===== config.mk =====
export PLATFORM = sky130hd
export DESIGN_NAME = reset_sequencer_flat
export DESIGN_NICKNAME = d
export VERILOG_FILES = /design/src/rtl/reset_sequencer_if.sv /design/src/rtl/reset_sequencer.sv /design/src/flat_wrapper.sv
export SDC_FILE = /design/constraint.sdc
export NUM_CORES = 1
export LEC_CHECK = 0
export ABC_AREA = 1
export CAP_MARGIN = 25
export CORE_MARGIN = 3
export CORE_UTILIZATION = 47
export CTS_CLUSTER_DIAMETER = 30
export DETAILED_ROUTE_END_ITERATION = 8
export GPL_ROUTABILITY_DRIVEN = 0
export PLACE_DENSITY_LB_ADDON = 0.1
export SYNTH_ARGS = -nofsm -noshare
export SYNTH_HDL_FRONTEND = slang
export SYNTH_SLANG_ARGS = --single-unit

===== constraint.sdc =====
create_clock -name clk -period 1.4 [get_ports clk]
set_input_delay 0.28 -clock clk [delete_from_list [all_inputs] [get_ports clk]]
set_output_delay 0.28 -clock clk [all_outputs]
set_load 0.01 [all_outputs]

===== src/rtl/reset_sequencer_if.sv =====
// Bundle of the sequencer's request/acknowledge and per-domain reset outputs.
// The sequencer uses the slave side; whoever requests soft re-sequences uses the master side.
interface reset_sequencer_if #(
  parameter int NUM_STAGES = 4
);
  logic                  soft_req;
  logic                  soft_ack;
  logic [NUM_STAGES-1:0] stage_rst_n;
  logic                  ready;

  modport master (
    output soft_req,
    input  soft_ack,
    input  stage_rst_n,
    input  ready
  );

  modport slave (
    input  soft_req,
    output soft_ack,
    output stage_rst_n,
    output ready
  );
endinterface


===== src/rtl/reset_sequencer.sv =====
// Staged reset release: hold all domains in reset, then release them one by one in
// ascending order. A soft request drains the domains back into reset in descending order.
module reset_sequencer #(
  parameter int NUM_STAGES = 4,
  parameter int HOLD_CYC   = 8,
  parameter int STAGE_DLY  = 4
) (
  input  logic              clk,
  input  logic              rst,
  reset_sequencer_if.slave  bus
);

  localparam int MAX_CYC = (HOLD_CYC > STAGE_DLY) ? HOLD_CYC : STAGE_DLY;
  localparam int CW      = (MAX_CYC > 1) ? $clog2(MAX_CYC) : 1;

  // Terminal counts are one less than the cycle counts: the counter starts at 0 on entry.
  localparam logic [CW-1:0]         HOLD_LAST = CW'(HOLD_CYC - 1);
  localparam logic [CW-1:0]         DLY_LAST  = CW'(STAGE_DLY - 1);
  localparam logic [NUM_STAGES-1:0] ALL_REL   = '1;
  localparam logic [NUM_STAGES-1:0] ONLY_LOW  = NUM_STAGES'(1);

  typedef enum logic [1:0] {
    S_HOLD,
    S_RELEASE,
    S_RUN,
    S_DRAIN
  } state_t;

  state_t                state_q, state_d;
  logic [CW-1:0]         cnt_q, cnt_d;
  logic [NUM_STAGES-1:0] stage_q, stage_d;
  logic                  ready_q, ready_d;
  logic                  soft_ack_q, soft_ack_d;

  always_ff @(posedge clk or posedge rst) begin
    if (rst) begin
      state_q    <= S_HOLD;
      cnt_q      <= '0;
      stage_q    <= '0;
      ready_q    <= 1'b0;
      soft_ack_q <= 1'b0;
    end else begin
      state_q    <= state_d;
      cnt_q      <= cnt_d;
      stage_q    <= stage_d;
      ready_q    <= ready_d;
      soft_ack_q <= soft_ack_d;
    end
  end

  // stage_q is always a thermometer code, so release is a shift-in of a one from the
  // bottom and drain is a shift-out from the top: exactly one bit moves per edge.
  always_comb begin
    state_d    = state_q;
    cnt_d      = cnt_q;
    stage_d    = stage_q;
    ready_d    = ready_q;
    soft_ack_d = 1'b0;

    case (state_q)
      S_HOLD: begin
        if (cnt_q == HOLD_LAST) begin
          stage_d = {stage_q[NUM_STAGES-2:0], 1'b1};
          cnt_d   = '0;
          state_d = S_RELEASE;
        end else begin
          cnt_d = cnt_q + CW'(1);
        end
      end

      S_RELEASE: begin
        if (cnt_q == DLY_LAST) begin
          cnt_d = '0;
          if (stage_q == ALL_REL) begin
            ready_d = 1'b1;
            state_d = S_RUN;
          end else begin
            stage_d = {stage_q[NUM_STAGES-2:0], 1'b1};
          end
        end else begin
          cnt_d = cnt_q + CW'(1);
        end
      end

      S_RUN: begin
        if (bus.soft_req) begin
          ready_d = 1'b0;
          stage_d = stage_q >> 1;
          cnt_d   = '0;
          state_d = S_DRAIN;
        end
      end

      S_DRAIN: begin
        stage_d = stage_q >> 1;
        if (stage_q == ONLY_LOW) begin
          cnt_d      = '0;
          soft_ack_d = 1'b1;
          state_d    = S_HOLD;
        end
      end

      default: begin
        state_d = S_HOLD;
        cnt_d   = '0;
        stage_d = '0;
        ready_d = 1'b0;
      end
    endcase
  end

  assign bus.stage_rst_n = stage_q;
  assign bus.ready       = ready_q;
  assign bus.soft_ack    = soft_ack_q;

endmodule


===== src/flat_wrapper.sv =====
// flat-port wrapper written by rule: the top's interface ports become plain ports
module reset_sequencer_flat 
#(
  parameter int NUM_STAGES = 4,
  parameter int HOLD_CYC   = 8,
  parameter int STAGE_DLY  = 4
)
  (clk, rst, bus_soft_req, bus_soft_ack, bus_stage_rst_n, bus_ready);
  reset_sequencer_if #(.NUM_STAGES(NUM_STAGES)) bus_i ();
  input  logic clk;
  input  logic rst;
  input wire logic [$bits(bus_i.soft_req)-1:0] bus_soft_req;
  output wire logic [$bits(bus_i.soft_ack)-1:0] bus_soft_ack;
  output wire logic [$bits(bus_i.stage_rst_n)-1:0] bus_stage_rst_n;
  output wire logic [$bits(bus_i.ready)-1:0] bus_ready;
  assign bus_i.soft_req = bus_soft_req;
  assign bus_soft_ack = bus_i.soft_ack;
  assign bus_stage_rst_n = bus_i.stage_rst_n;
  assign bus_ready = bus_i.ready;
  reset_sequencer #(.NUM_STAGES(NUM_STAGES), .HOLD_CYC(HOLD_CYC), .STAGE_DLY(STAGE_DLY)) u_core (.clk(clk), .rst(rst), .bus(bus_i));
endmodule

Word-level counts from Yosys, hierarchy flattened
Cells that the tools add are included.
{"block": "totals", "wordCells": 47, "inputBits": 3, "reg_bits": 11}
{"block": "op_classes", "n_addsub": 1, "reduce_logical": 6, "eq_ne": 13, "n_mux": 22}
{"op": "two-way mux 4 bit", "count": 4}
{"op": "case mux 4 bit (4 select lines)", "count": 1}
{"op": "two-way mux 3 bit", "count": 4}
{"op": "case mux 3 bit (4 select lines)", "count": 1}
{"op": "two-way mux 2 bit", "count": 5}
{"op": "!= test 2 x 1 -> 1 bit, second input constant", "count": 4}
{"op": "case mux 2 bit (4 select lines)", "count": 1}
{"op": "AND reduction 4 bit", "count": 2}
{"op": "two-way mux 1 bit", "count": 5}
{"op": "AND reduction 5 bit", "count": 1}
{"op": "equality test 2 bit, second input constant", "count": 2}
{"op": "equality test 4 x 1 -> 1 bit, second input constant", "count": 1}
{"op": "equality test 4 bit, second input constant", "count": 1}
{"op": "!= test 2 bit, second input constant", "count": 2}
{"op": "adder 3 x 1 -> 3 bit, second input constant", "count": 1}
{"op": "equality test 3 x 2 -> 1 bit, second input constant", "count": 1}
{"op": "equality test 3 bit, second input constant", "count": 1}
{"op": "equality test 2 x 1 -> 1 bit, second input constant", "count": 1}
{"op": "logical NOT 2 bit", "count": 1}
{"op": "case mux 1 bit (2 select lines)", "count": 1}
{"op": "AND reduction 2 bit", "count": 1}
{"op": "nonzero test 2 bit", "count": 1}

Depth between registers and ports, before layout
{"block": "depth", "ltp_word": 4, "depth_mapped": 9, "ltp_nobuf": 9}

Least setup slack after synthesis
Ideal clock, no wire load.
{"block": "synth_path", "path_kind": "flip-flop to flip-flop", "from": "register u_core.state_q[0]", "to": "register u_core.stage_q[0] (netlist: u_core.bus.stage_rst_n[0])", "synth_period_minus_slack_ps": 1334, "setup_ps": 119, "stages_incl_launch_ff": 9, "path_buffers": 0, "setup_slack_ps": 66, "t_required_ps": 1281, "arrival_ps": 1215, "path_cell_list": "dfrtp_1 inv_1 ha_1 nand2_2 nand2_2 nor2_4 nand2_4 nand2_1 o21ai_2"}
{"block": "synth_between", "elab_chain_len": 3, "word_cells_on_any_way": 10}
{"element": "start, declared", "line_no": "reset_sequencer.sv:29", "rtl": "state_t state_q, state_d;"}
{"element": "start signal, assigned", "line_no": "reset_sequencer.sv:43", "rtl": "state_q <= state_d;"}
{"element": "equality test 2 x 1 -> 1 bit (tied with other cells)", "line_no": "reset_sequencer.sv:60", "rtl": "case (state_q)"}
{"element": "!= test 2 x 1 -> 1 bit (no line) / != test 2 bit (equally long branches)"}
{"element": "AND reduction 4 bit (no line)"}
{"element": "end signal, assigned", "line_no": "reset_sequencer.sv:45", "rtl": "stage_q <= stage_d;"}
{"element": "end, declared", "line_no": "reset_sequencer.sv:31", "rtl": "logic [NUM_STAGES-1:0] stage_q, stage_d;"}
Several ways; a longest one is shown, not always the timed one.
A chain may end at the register's enable or synchronous reset.

Final worst setup path
{"block": "layout_path", "from": "register u_core.state_q[0]", "to": "register u_core.stage_q[1] (netlist: u_core.bus.stage_rst_n[1])"}
The elaborated chain is that of the path after synthesis.

==> impl_metrics.csv <==
group,metric,value,unit
run,max-cap-violations,0,
sta,maxSlewViolCount,0,
sta,max_clock_freq,0.707,GHz
yosys,synth_ff_type,"dfrtp_1",
critical_path,end_kind,"register",
clock_network,cts_max_level,1,
clock_network,cts-root-buf,"clkbuf_4",
clock_network,cts_hold_buffers,0,
critical_path,crit_path_max_incr_delay,0.42,ns
clock_network,cts_tree,"built",
detailed_routing,drt-pass1-iter-count,4,
detailed_routing,routed_wl,1730,um
power_and_ir_drop,power.density,2440,nW/um^2
floorplanning,dieArea,2070,um^2
sta,finClkSkew,0.00345,ns
critical_path,cp.arrival,1.57,ns
final_layout,ff_latch_area,277,um^2
detailed_routing,drt_iter0_drc,16,
yosys,syn_area_per_cell,8.13,um^2
detailed_routing,viasPerCell,5.12,
power_and_ir_drop,totalPowerFinal,2.56,mW
grt,grt_pass1_wl,2690,um
final_layout,area_growth_syn_to_layout,43.2,%
critical_path,cp-start-kind,"register",
grt,grt_pass1_vias,632,
grt,overflow,0,
final_layout,n_antenna_cell,0,
floorplanning,core,1380,um^2
sta,finalWorstSetupSlack,-0.0150,ns
detailed_routing,drc_errors,0,
yosys,ys_types,18,
yosys,synth_warnings,0,
final_layout,drive_above_1_share,43.5,%
sta,hold_viol_final,0,
yosys,synth_enable_flop_cells,0,
detailed_routing,vias,665,
critical_path,timing.reg2reg.setup_slack,-0.02,ns
yosys,syn-num-nets,102,
clock_network,cts.sinks,11,
sta,min_period,1.42,ns
yosys,ys_top_cells_by_area,"dfrtp_1 (38%), ha_1 (15%), nand2_1 (11%), nand2_2 (6.8%), inv_1 (5.6%)",
critical_path,crit_top_cell,"inv_2",
floorplanning,num_io_pins,9,
critical_path,worstReg2RegStart,"u_core.state_q[0]",
critical_path,critPathRequiredTime,1.56,ns
yosys,yosys.area.top_type,"dfrtp_1",
floorplanning,initial_core_util,52.9,%
detailed_routing,wire_per_inst,13.3,um
power_and_ir_drop,power_leakage,0.503,nW
floorplanning,dieWidth,45.5,um
sta,fin_crit_sh,101,%
grt,grt_max_degree,12,
yosys,postSynthCellCount,90,
sta,rsz0062_at_grt,"yes",
clock_network,clockBufferDepth,2,
yosys,yosysMostFrequentCell,"nand2_1",
sta,tns,-0.0150,ns
grt,grtUsageTotal,18.6,%
critical_path,critPathBufInv,3,
clock_network,clk_pin_slew,0.07,ns
sta,whs,0.292,ns
final_layout,nFillCells,96,
yosys,synth-seq-cells,11,
final_layout,multi_input_area,512,um^2
placement,io_buffers,8,
critical_path,cp_slowest_cell,"dfrtp_2",
clock_network,cts_made_buffers,3,
sta,setup_viol,1,
critical_path,critical_path.top_delay_family,"flip-flops",
critical_path,critical_path_class,"register to register",
critical_path,crit_chain,"inv_2 -> buf_6 -> ha_4 -> inv_2 -> nor2_2 -> nor2_4 -> nand2_4 -> nand2_1 -> o21ai_1",
yosys,synthTopCellsByCount,"nand2_1 (21), dfrtp_1 (11), inv_1 (11)",
placement,placedCellCount,120,
critical_path,r2r_end,"u_core.bus.stage_rst_n[1]",
placement,hpwlAfterDp,1050,um
floorplanning,rows,13,
worst_hold_path,hold_class,"primary input to asynchronous set/reset pin",
run_status,status,"finished with violations",
power_and_ir_drop,vdd_ir_drop_max,1.54,mV
yosys,ys_seq_area_share,37.6,%
sta,tightest_slew,0.418,ns
detailed_routing,ant_nets,0,
yosys,postSynth.asyncResetShare,100,%
sta,max_slew_margin,72.1,%
run_status,violations,"setup timing",
yosys,synth_area,732,um^2
final_layout,fin_cells,130,
clock_network,clkLatencyLatePin,0.28,ns
floorplanning,die_y,45.5,um
critical_path,worstRegToRegCells,9,
critical_path,crit_fanout,7,
yosys,synth_top_cell_area_share,37.6,%
final_layout,nNetsFinal,128,
grt,antenna_found_initial,0,
## final cells by class
| class | count | area share (%) |
|---|---|---|
| Sequential cell | 11 | 26.4 |
| Clock buffer | 4 | 2.51 |
| Inverter | 11 | 3.94 |
| Tap cell | 15 | 1.79 |
| Timing Repair Buffer | 21 | 16.6 |
| Multi-Input combinational cell | 68 | 48.8 |
## layout by cell type, fill, tap and decap left out, drive strengths merged
| master | instances |
|---|---|
| nand2 | 30 |
| buf | 13 |
| dfrtp | 11 |
| inv | 11 |
| nor2 | 11 |
| o21ai | 11 |
| ha | 9 |
| dlygate4sd2 | 6 |
| clkbuf | 4 |
| nand4 | 2 |
| clkdlybuf4s50 | 2 |
| nand3 | 2 |
| or2 | 1 |
| a21oi | 1 |
| a31oi | 1 |
## kinds of logic (layout without fill, tap and decap cells)
logic type | Yosys count | count (layout) | synth area share, %
simple gates | 46 | 46 | 30.8
compound gates | 13 | 13 | 10.6
flops | 11 | 11 | 37.6
buf+inv | 11 | 36 | 5.64
fa+ha+maj | 9 | 9 | 15.4
## repair_timing
item	4_1_cts	5_1_grt
buffers inserted	4	2
setup endpoints to repair	12	9
gates resized for setup	23	9
pin swaps	5	11
## per-stage QoR
step / area [um^2] / util [%] / setup slack (ns)
2_1_floorplan: 732 / - / 0.0657
3_3_place_gp: 883 / 63.9 / -0.0269
3_5_place_dp: 883 / 63.9 / -0.0497
4_1_cts: 1000 / 72.6 / 0.00320
5_1_grt: 1050 / 75.8 / -0.0810
6_report: 1050 / 75.8 / -0.0150
## registers in the layout (all words and copies together) (netlist names)
signal and count:
u_core.bus.soft_ack 1, u_core.bus.stage_rst_n 4, u_core.cnt_q 3, u_core.bus.ready 1
u_core.state_q 2
## worst max-delay path by stage
stage / from / cells after the start / end
global placement: u_core.state_q[0] / 8 / u_core.bus.stage_rst_n[1]
CTS: u_core.cnt_q[1] / 9 / u_core.bus.stage_rst_n[1]
detailed placement: u_core.state_q[0] / 8 / u_core.bus.stage_rst_n[1]
global route: u_core.state_q[0] / 9 / u_core.state_q[0]
finish: u_core.state_q[0] / 9 / u_core.bus.stage_rst_n[1]
floorplan: u_core.state_q[0] / 8 / u_core.bus.stage_rst_n[0]
## layer usage
metal	vias up	wire length (um)	share of wire, %	GRT usage (%)
li1	336	-	-	-
met1	300	803	47	23.4
met2	22	777	45	29.2
met3	7	83	4.8	2.37
met4	0	59	3.4	12.9
met5	-	0	0	0
## where the power goes
group	switching (mW)	leakage [nW]	internal, mW	total [mW]
Combinational	0.968	0.350	0.778	1.75
Sequential	0.126	0.138	0.465	0.591
Clock	0.114	0.0150	0.111	0.225
Total	1.21	0.503	1.35	2.56
No activity file was read; power rests on OpenSTA's default activity.
